`config.mk`:
```
export PLATFORM = sky130hd
export DESIGN_NAME = not_gate_arbiter
export DESIGN_NICKNAME = d
export VERILOG_FILES = /design/src/rtl/not_gate_arbiter.sv
export SDC_FILE = /design/constraint.sdc
export NUM_CORES = 1
export LEC_CHECK = 0
export ABC_AREA = 1
export BUFFER_PORTS_ARGS = -buffer_cell sky130_fd_sc_hd__buf_2
export CORE_ASPECT_RATIO = 0.5
export CORE_UTILIZATION = 40
export CTS_BUF_LIST = sky130_fd_sc_hd__clkbuf_16
export CTS_CLUSTER_DIAMETER = 200
export DETAILED_ROUTE_END_ITERATION = 16
export PLACE_DENSITY = 0.75
export SLEW_MARGIN = 20
export SYNTH_ARGS = -nofsm -noshare
export SYNTH_HDL_FRONTEND = slang
export SYNTH_SLANG_ARGS = --single-unit
```
`constraint.sdc`:
```
create_clock -name clk -period 3.8 [get_ports clk]
set_input_delay 0 -clock clk [delete_from_list [all_inputs] [get_ports clk]]
set_output_delay 0 -clock clk [all_outputs]
set_load 0.1 [all_outputs]
```
`src/rtl/not_gate_arbiter.sv`:
```
// Round-robin arbiter sharing one registered inverter among NUM_REQ requesters.
// Optional feature: define NOT_ARB_LOCK_EN to add a lock input that pins priority on the granted requester.
module not_gate_arbiter #(
  parameter int NUM_REQ = 4,
  parameter int WIDTH   = 8
) (
  input  logic                       clk,
  input  logic                       rst,
`ifdef NOT_ARB_LOCK_EN
  input  logic                       lock,
`endif
  input  logic [NUM_REQ-1:0]         req,
  input  logic [NUM_REQ*WIDTH-1:0]   in_data,
  output logic [NUM_REQ-1:0]         gnt,
  output logic                       out_valid,
  output logic [WIDTH-1:0]           out_data,
  output logic [$clog2(NUM_REQ)-1:0] out_id,
  input  logic                       out_ready
);

  localparam int ID_W = $clog2(NUM_REQ);

  typedef enum logic {EMPTY = 1'b0, FULL = 1'b1} state_t;

  state_t            state_reg, state_next;
  logic [ID_W-1:0]   ptr_reg, ptr_next;
  logic [ID_W-1:0]   out_id_reg;
  logic [WIDTH-1:0]  out_data_reg;
  logic [ID_W-1:0]   grant_idx;
  logic [ID_W-1:0]   cand;
  logic              found;
  logic              stage_free;
  logic              grant_any;
  logic [WIDTH-1:0]  operand [NUM_REQ];

  generate
    for (genvar gi = 0; gi < NUM_REQ; gi++) begin : g_operand
      assign operand[gi] = in_data[gi*WIDTH +: WIDTH];
    end
  endgenerate

  // Search upward from ptr, wrapping modulo NUM_REQ; first hit wins.
  always_comb begin
    found     = 1'b0;
    grant_idx = '0;
    cand      = '0;
    for (int off = 0; off < NUM_REQ; off++) begin
      cand = ID_W'((int'(ptr_reg) + off) % NUM_REQ);
      if (!found && req[cand]) begin
        found     = 1'b1;
        grant_idx = cand;
      end
    end
  end

  // gnt is held low during reset even though the state reads EMPTY.
  assign stage_free = (state_reg == EMPTY) || out_ready;
  assign grant_any  = found && stage_free && !rst;
  assign gnt        = grant_any ? (NUM_REQ'(1) << grant_idx) : '0;

  always_comb begin
    ptr_next = ptr_reg;
    if (grant_any) begin
      if (grant_idx == ID_W'(NUM_REQ - 1)) begin
        ptr_next = '0;
      end else begin
        ptr_next = grant_idx + ID_W'(1);
      end
`ifdef NOT_ARB_LOCK_EN
      if (lock) begin
        ptr_next = grant_idx;
      end
`endif
    end
  end

  always_comb begin
    state_next = state_reg;
    case (state_reg)
      EMPTY: begin
        if (grant_any) begin
          state_next = FULL;
        end
      end
      FULL: begin
        if (out_ready) begin
          state_next = grant_any ? FULL : EMPTY;
        end
      end
      default: state_next = EMPTY;
    endcase
  end

  always_ff @(posedge clk or posedge rst) begin
    if (rst) begin
      state_reg <= EMPTY;
    end else begin
      state_reg <= state_next;
    end
  end

  always_ff @(posedge clk or posedge rst) begin
    if (rst) begin
      ptr_reg      <= '0;
      out_id_reg   <= '0;
      out_data_reg <= '0;
    end else begin
      ptr_reg <= ptr_next;
      if (grant_any) begin
        out_id_reg   <= grant_idx;
        out_data_reg <= ~operand[grant_idx];
      end
    end
  end

  assign out_valid = (state_reg == FULL);
  assign out_data  = out_data_reg;
  assign out_id    = out_id_reg;

endmodule

```
==> impl_summary.log, run 1 <==
[metrics] outcome: complete, no violations
[metrics] Yosys warnings: 0
[metrics] initial antenna violation count: 0
[metrics] Hold-fix buffers, CTS: 1
[metrics] horizontal die dimension: 79.50 um
[metrics] Sum Neg Setup Slack: 0 ns
[metrics] Initial Util: 0.4422
[metrics] clock root buffer master: clkbuf_16
[metrics] number of inserted filler cells in the final layout: 272
[metrics] synth unique cells: 24
[metrics] number of cells after detailed placement: 260
[metrics] GP Congestion: 0.8836
[metrics] pin count of the biggest net entering global routing: 21
[metrics] number of enable flip-flop cells after synthesis: 0
[metrics] CP Data Required Time: 3.80 ns
[metrics] Startpoint Class: flip-flop
[metrics] synthesized net count: 219
[metrics] most instantiated library cell after synthesis: nand2_1
[metrics] estimated wirelength of the detail-placed design: 2224 um
[metrics] number of maximum-capacitance violations: 0
[metrics] post-synthesis average cell area: 6.825 um2
[metrics] post-synthesis instance total: 176
[metrics] sum of routed wire length over all layers: 2943 um
[metrics] DIE HEIGHT: 40.75 um
[metrics] Area Overhead vs Synth: 27.19%
[metrics] largest fanout on the critical path: 14
[metrics] routed length per instance: 11.11 um
[metrics] antenna fix cells: 0
[metrics] clock latency of the later-clocked register in the worst-skew pair: 0.24 ns
[metrics] worst setup path class: flip-flop to primary output
[metrics] final layout net count: 272
[metrics] Max clock buf depth: 2
[metrics] drc violations: 0
[metrics] CP endpoint kind: primary output
[metrics] asr flop ratio synth: 1.000
[metrics] Yosys reg bits: 13
[metrics] Setup Viol. Count Final: 0
[metrics] worst min path class: input port to flip-flop
[metrics] cts bufs inserted: 3
[metrics] normalized max-slew margin: 0.5780
[metrics] register area share after synthesis: 0.2708
[metrics] area of the die: 3239 um2
[metrics] standard-cell row count: 13
[metrics] GRT overflow: 0
[metrics] post-CTS sizing: 0
[metrics] TritonCTS sink count: 13
[metrics] number of setup buffers added after CTS: 0
[metrics] worst path arrival time: 2.79 ns
[metrics] Final Hold Viols: 0
[metrics] number of top-level pins: 54
[metrics] post-layout util: 0.5624
[metrics] via count of the first global-routing pass: 1194
[metrics] number of pins exceeding their max-slew limit in the final report: 0
[metrics] iteration count of the initial detailed-routing pass: 4
[metrics] Iteration-0 DRC Markers: 50
[metrics] maximum achievable frequency: 358.4 MHz
[metrics] clock-pin slew on the worst setup and hold paths: 0.05 ns
[metrics] total core area: 2716 um2
[metrics] most frequently used flop master after synthesis: dfrtp_1
[metrics] Synth top area share: 0.2708
[metrics] Via density: 4.842
[metrics] total number of vias: 1283
[metrics] first-pass GRT wire length: 4823 um
[metrics] aggregate global-route resource usage: 0.1970
[metrics] ranking of synthesized cells by area: dfrtp_1 27%, nand2_1 23%, nand3_1 9.2%
[metrics] Yosys top cell by area: dfrtp_1
[metrics] Post-Layout Cell Count: 265
[metrics] clock tree from TritonCTS: built
[metrics] setup repair after global routing missed its margin: false
[metrics] number of H-tree branching levels: 1
[metrics] area taken by multi-input logic gates: 718.2 um2
[metrics] storage element area: 325.3 um2
[metrics] post-route clock period utilization: 0.7342
[metrics] Least-Margin Pin Slew: 0.6322 ns
[metrics] summed instance area of the synthesized netlist: 1201 um2
[metrics] Final Skew: 0.001681 ns
[metrics] flip-flop count of the largest register, all copies and words added: 8
[metrics] Detail Route Antenna Nets: 0
[metrics] commonest cells in the synthesized netlist: 72 x nand2_1, 22 x nand3_1, 14 x inv_1
[metrics] final worst path period need: 2.790 ns
[metrics] count of buffers from port buffering: 53
[metrics] proportion of layout cells with a drive suffix above 1: 0.3377
## stage by stage
stage	cell area, um2	hold slack [ns]	setup slack (ns)
floorplan	1201	-0.09123	0.9614
global placement	1439	0.09102	1.374
detailed placement	1439	0.1084	1.266
CTS	1528	0.009360	1.015
global route	1528	0.01398	0.7822
finish	1528	0.008638	1.010
## routing by layer
layer,wire length [um],GRT usage
met2,1536,0.4124
met5,0,0
met4,23,0.03636
met1,1282,0.2196
met3,101,0.04000
## layout make-up
| class | instances | share of cell area |
|---|---|---|
| multi-input cells | 138 | 0.4701 |
| flip-flops and latches | 13 | 0.2129 |
| repair buffers | 54 | 0.1802 |
| inverters | 19 | 0.05487 |
| clock buffers | 3 | 0.04914 |
| well taps | 37 | 0.03030 |
| clock inverters | 1 | 0.002457 |
## cells in the final DEF (no fill, tap or decap), types with 3 or more instances in the layout
master and count:
buf_2 53, clkbuf_16 3, dfrtp_1 13, ha_1 4, inv_1 15, nand2_1 72
nand2_2 9, nand3_1 22, nand4_1 10, nor2_1 6, o21ai_0 3
## cells by family (layout without fill, tap and decap cells)
group                      after synthesis  count (layout)  synth area share
AOI/OAI and AO/OA                        9               9           0.05312
adders and majority gates                4               4           0.04167
buffers and inverters                   25              77            0.1312
DFF                                     13              13            0.2708
and+or+nand+nor                        125             125            0.5031
## path summary, 6_finish.rpt
check,from,endpoint,slack [ns],cells after the start
setup / recovery,ptr_reg[0],gnt[3],1.01,12
max in group asynchronous,rst,out_data[2],2.99,3
setup reg to reg,ptr_reg[0],ptr_reg[1],1.52,10
min in group asynchronous,rst,out_data[0],0.40,3
hold reg to reg,out_data[4],out_data[4],0.48,2
hold / removal,out_ready,out_valid,0.009,2
## critical path: stages (launching register included)
cell     delay, ns
dfrtp_1       0.60
nand2_1       0.14
nand3_1       0.15
nand2_2       0.11
nor2_8        0.14
nand3_1       0.08
nand3_1       0.07
nand2_1       0.26
inv_1         0.22
ha_1          0.18
inv_1         0.04
nor2_1        0.10
buf_2         0.44
Power of run 1 is left out: the tool's default activity adds up to more than one toggle a clock period on the data nets, which glitch-free logic cannot reach.
==> run 2, diff against run 1 <==
Settings changed: PLACE_DENSITY 0.75 to 0.77.
Clock period 3.8 ns to 2.5 ns, I/O delays scaled along.
==> run 2 against run 1 <==
Net effect:
- hold slack improved by 0.036 ns
- flip-flop and latch count did not move
- critical endpoint unchanged
- die area did not move
- register-to-register slack worse by 1.1 ns
==> impl_summary.log, run 2 (synthesized netlist as in run 1, its figures left out) <==
[metrics] initial antenna violation count: 0 (unchanged)
[metrics] clock latency of the later-clocked register in the worst-skew pair: 0.24 ns (about the same)
[metrics] maximum achievable frequency: 430.2 MHz
[metrics] Detail Route Antenna Nets: 0 (unchanged)
[metrics] total core area: 2716 um2 (unchanged)
[metrics] Final Hold Viols: 0 (unchanged)
[metrics] total number of vias: 1284 (was 1283)
[metrics] via count of the first global-routing pass: 1128 (was 1194)
[metrics] number of maximum-capacitance violations: 0 (unchanged)
[metrics] count of buffers from port buffering: 53 (unchanged)
[metrics] clock root buffer master: clkbuf_16 (unchanged)
[metrics] number of H-tree branching levels: 1 (unchanged)
[metrics] pin count of the biggest net entering global routing: 19 (was 21)
[metrics] flip-flop count of the largest register, all copies and words added: 8 (unchanged)
[metrics] antenna fix cells: 0 (unchanged)
[metrics] aggregate global-route resource usage: 0.1987 (was 0.1970)
[metrics] first-pass GRT wire length: 4836 um (was 4823 um)
[metrics] Least-Margin Pin Slew: 0.6030 ns (was 0.6322 ns)
[metrics] most common cell after layout, fill and taps aside: nand2_1 (unchanged)
[metrics] setup repair after global routing missed its margin: false (unchanged)
[metrics] sum of routed wire length over all layers: 2928 um (was 2943 um)
[metrics] area of the die: 3239 um2 (unchanged)
[metrics] final worst path period need: 2.324 ns
[metrics] Startpoint Class: flip-flop (unchanged)
[metrics] Area Overhead vs Synth: 36.46% (was 27.19%)
[metrics] busiest layer in global routing: met2 (unchanged)
[metrics] standard-cell row count: 13 (unchanged)
[metrics] number of top-level pins: 54 (unchanged)
[metrics] worst setup path class: flip-flop to primary output (unchanged)
[metrics] GR met1 Demand/Resource: 0.2382 (was 0.2196)
[metrics] worst path arrival time: 2.32 ns (was 2.79 ns)
[metrics] number of inserted filler cells in the final layout: 251 (was 272)
[metrics] Max clock buf depth: 2 (unchanged)
[metrics] Final Skew: 0.002694 ns (was 0.001681 ns)
[metrics] worst min path class: input port to flip-flop (unchanged)
[metrics] Setup Viol. Count Final: 0 (unchanged)
[metrics] routed length per instance: 10.88 um (was 11.11 um)
[metrics] storage element area: 326.6 um2 (was 325.3 um2)
[metrics] TritonCTS sink count: 13 (unchanged)
[metrics] drc violations: 0 (unchanged)
[metrics] iteration count of the initial detailed-routing pass: 6 (was 4)
[metrics] met2 Track Usage GR: 0.3846 (was 0.4124)
[metrics] proportion of layout cells with a drive suffix above 1: 0.3750 (was 0.3377)
[metrics] Iteration-0 DRC Markers: 32 (was 50)
[metrics] estimated wirelength of the detail-placed design: 2280 um (was 2224 um)
[metrics] clock-pin slew on the worst setup and hold paths: 0.05 ns (about the same)
[metrics] GRT overflow: 0 (unchanged)
[metrics] normalized max-slew margin: 0.5961 (was 0.5780)
[metrics] CP Data Required Time: 2.50 ns (was 3.80 ns)
[metrics] outcome: complete, no violations (unchanged)
[metrics] number of pins exceeding their max-slew limit in the final report: 0 (unchanged)
[metrics] Initial Util: 0.4422 (unchanged)
[metrics] cts bufs inserted: 3 (unchanged)
[metrics] Via density: 4.773 (was 4.842)
[metrics] GP Congestion: 0.8208 (was 0.8836)
[metrics] final layout net count: 276 (was 272)
[metrics] largest fanout on the critical path: 14 (unchanged)
[metrics] horizontal die dimension: 79.50 um (unchanged)
[metrics] DIE HEIGHT: 40.75 um (unchanged)
[metrics] area taken by multi-input logic gates: 730.7 um2 (was 718.2 um2)
[metrics] CP endpoint kind: primary output (unchanged)
[metrics] post-route clock period utilization: 0.9297
[metrics] M3 GR Usage: 0.03556 (was 0.04000)
[metrics] clock tree from TritonCTS: built (unchanged)
[metrics] most used cells in the layout excluding fill and tap cells: 71 x nand2_1, 49 x buf_2, 22 x nand3_1 (was 72 x nand2_1, 53 x buf_2, 22 x nand3_1)
[metrics] Sum Neg Setup Slack: 0 ns (unchanged)
[run 2: changes by cell type in the layout (fill, tap and decap cells not counted), sizes merged]
cell / change
buf: +3
dlygate4sd3: +1
[run 2: layout make-up]
cell class / count / share of cell area
inverter: 19 / 0.05420
multi-input combinational: 138 / 0.4458
clock buffer: 3 / 0.04580
timing repair buffer: 58 / 0.2244
sequential: 13 / 0.1992
tap: 37 / 0.02824
clock inverter: 1 / 0.002290
[run 2: stage by stage]
stage / hold WS [ns] / setup WS [ns] / utilization / area [um2] / std cells
floorplan: -0.09123 / 0.1140 / - / 1211 / 176
global placement: 0.005129 / 0.2881 / 0.5638 / 1531 / 263
detailed placement: 0.01329 / 0.2575 / 0.5638 / 1531 / 263
CTS: 0.04790 / 0.09510 / 0.6006 / 1632 / 269
global route: 0.06937 / 0.003888 / 0.6034 / 1639 / 269
finish: 0.04474 / 0.1757 / 0.6034 / 1639 / 269
[run 2: worst paths after layout]
check,from,endpoint,slack (ns),cells past startpoint
worst max-delay path,ptr_reg[0],gnt[3],0.18,13
worst min-delay path,in_data[9],out_data[1],0.04,4
worst max register to register,ptr_reg[0],ptr_reg[1],0.47,12
worst min register to register,out_data[4],out_data[4],0.48,2
max in group asynchronous,rst,ptr_reg[0],1.98,4
min in group asynchronous,rst,out_data[1],0.33,4
[run 2: worst max-delay path, cell delays in order, from the launching register on]
cell     delay (ns)
dfrtp_2        0.49
inv_8          0.11
nand2_1        0.08
nand3_1        0.10
nand2_2        0.10
inv_1          0.10
nand2_1        0.07
nand2_2        0.12
nand3_4        0.20
inv_8          0.16
ha_1           0.16
inv_1          0.05
nor2_2         0.15
buf_12         0.19
[run 2: per-layer routing]
metal  vias to the layer above  wire (um)
met4                         0         31
met5                         -          0
met2                        31       1437
li1                        681          -
met3                         5        120
met1                       567       1338
[run 2: repair_timing]
action / CTS / global route
hold buffers: 2 / 0
gates cloned: 0 / 0
buffers inserted: 0 / 0
gates resized for setup: 1 / 4
hold endpoints to repair: 14 / 0
setup endpoints to repair: 2 / 4
Power of run 2 is left out for the same reason.
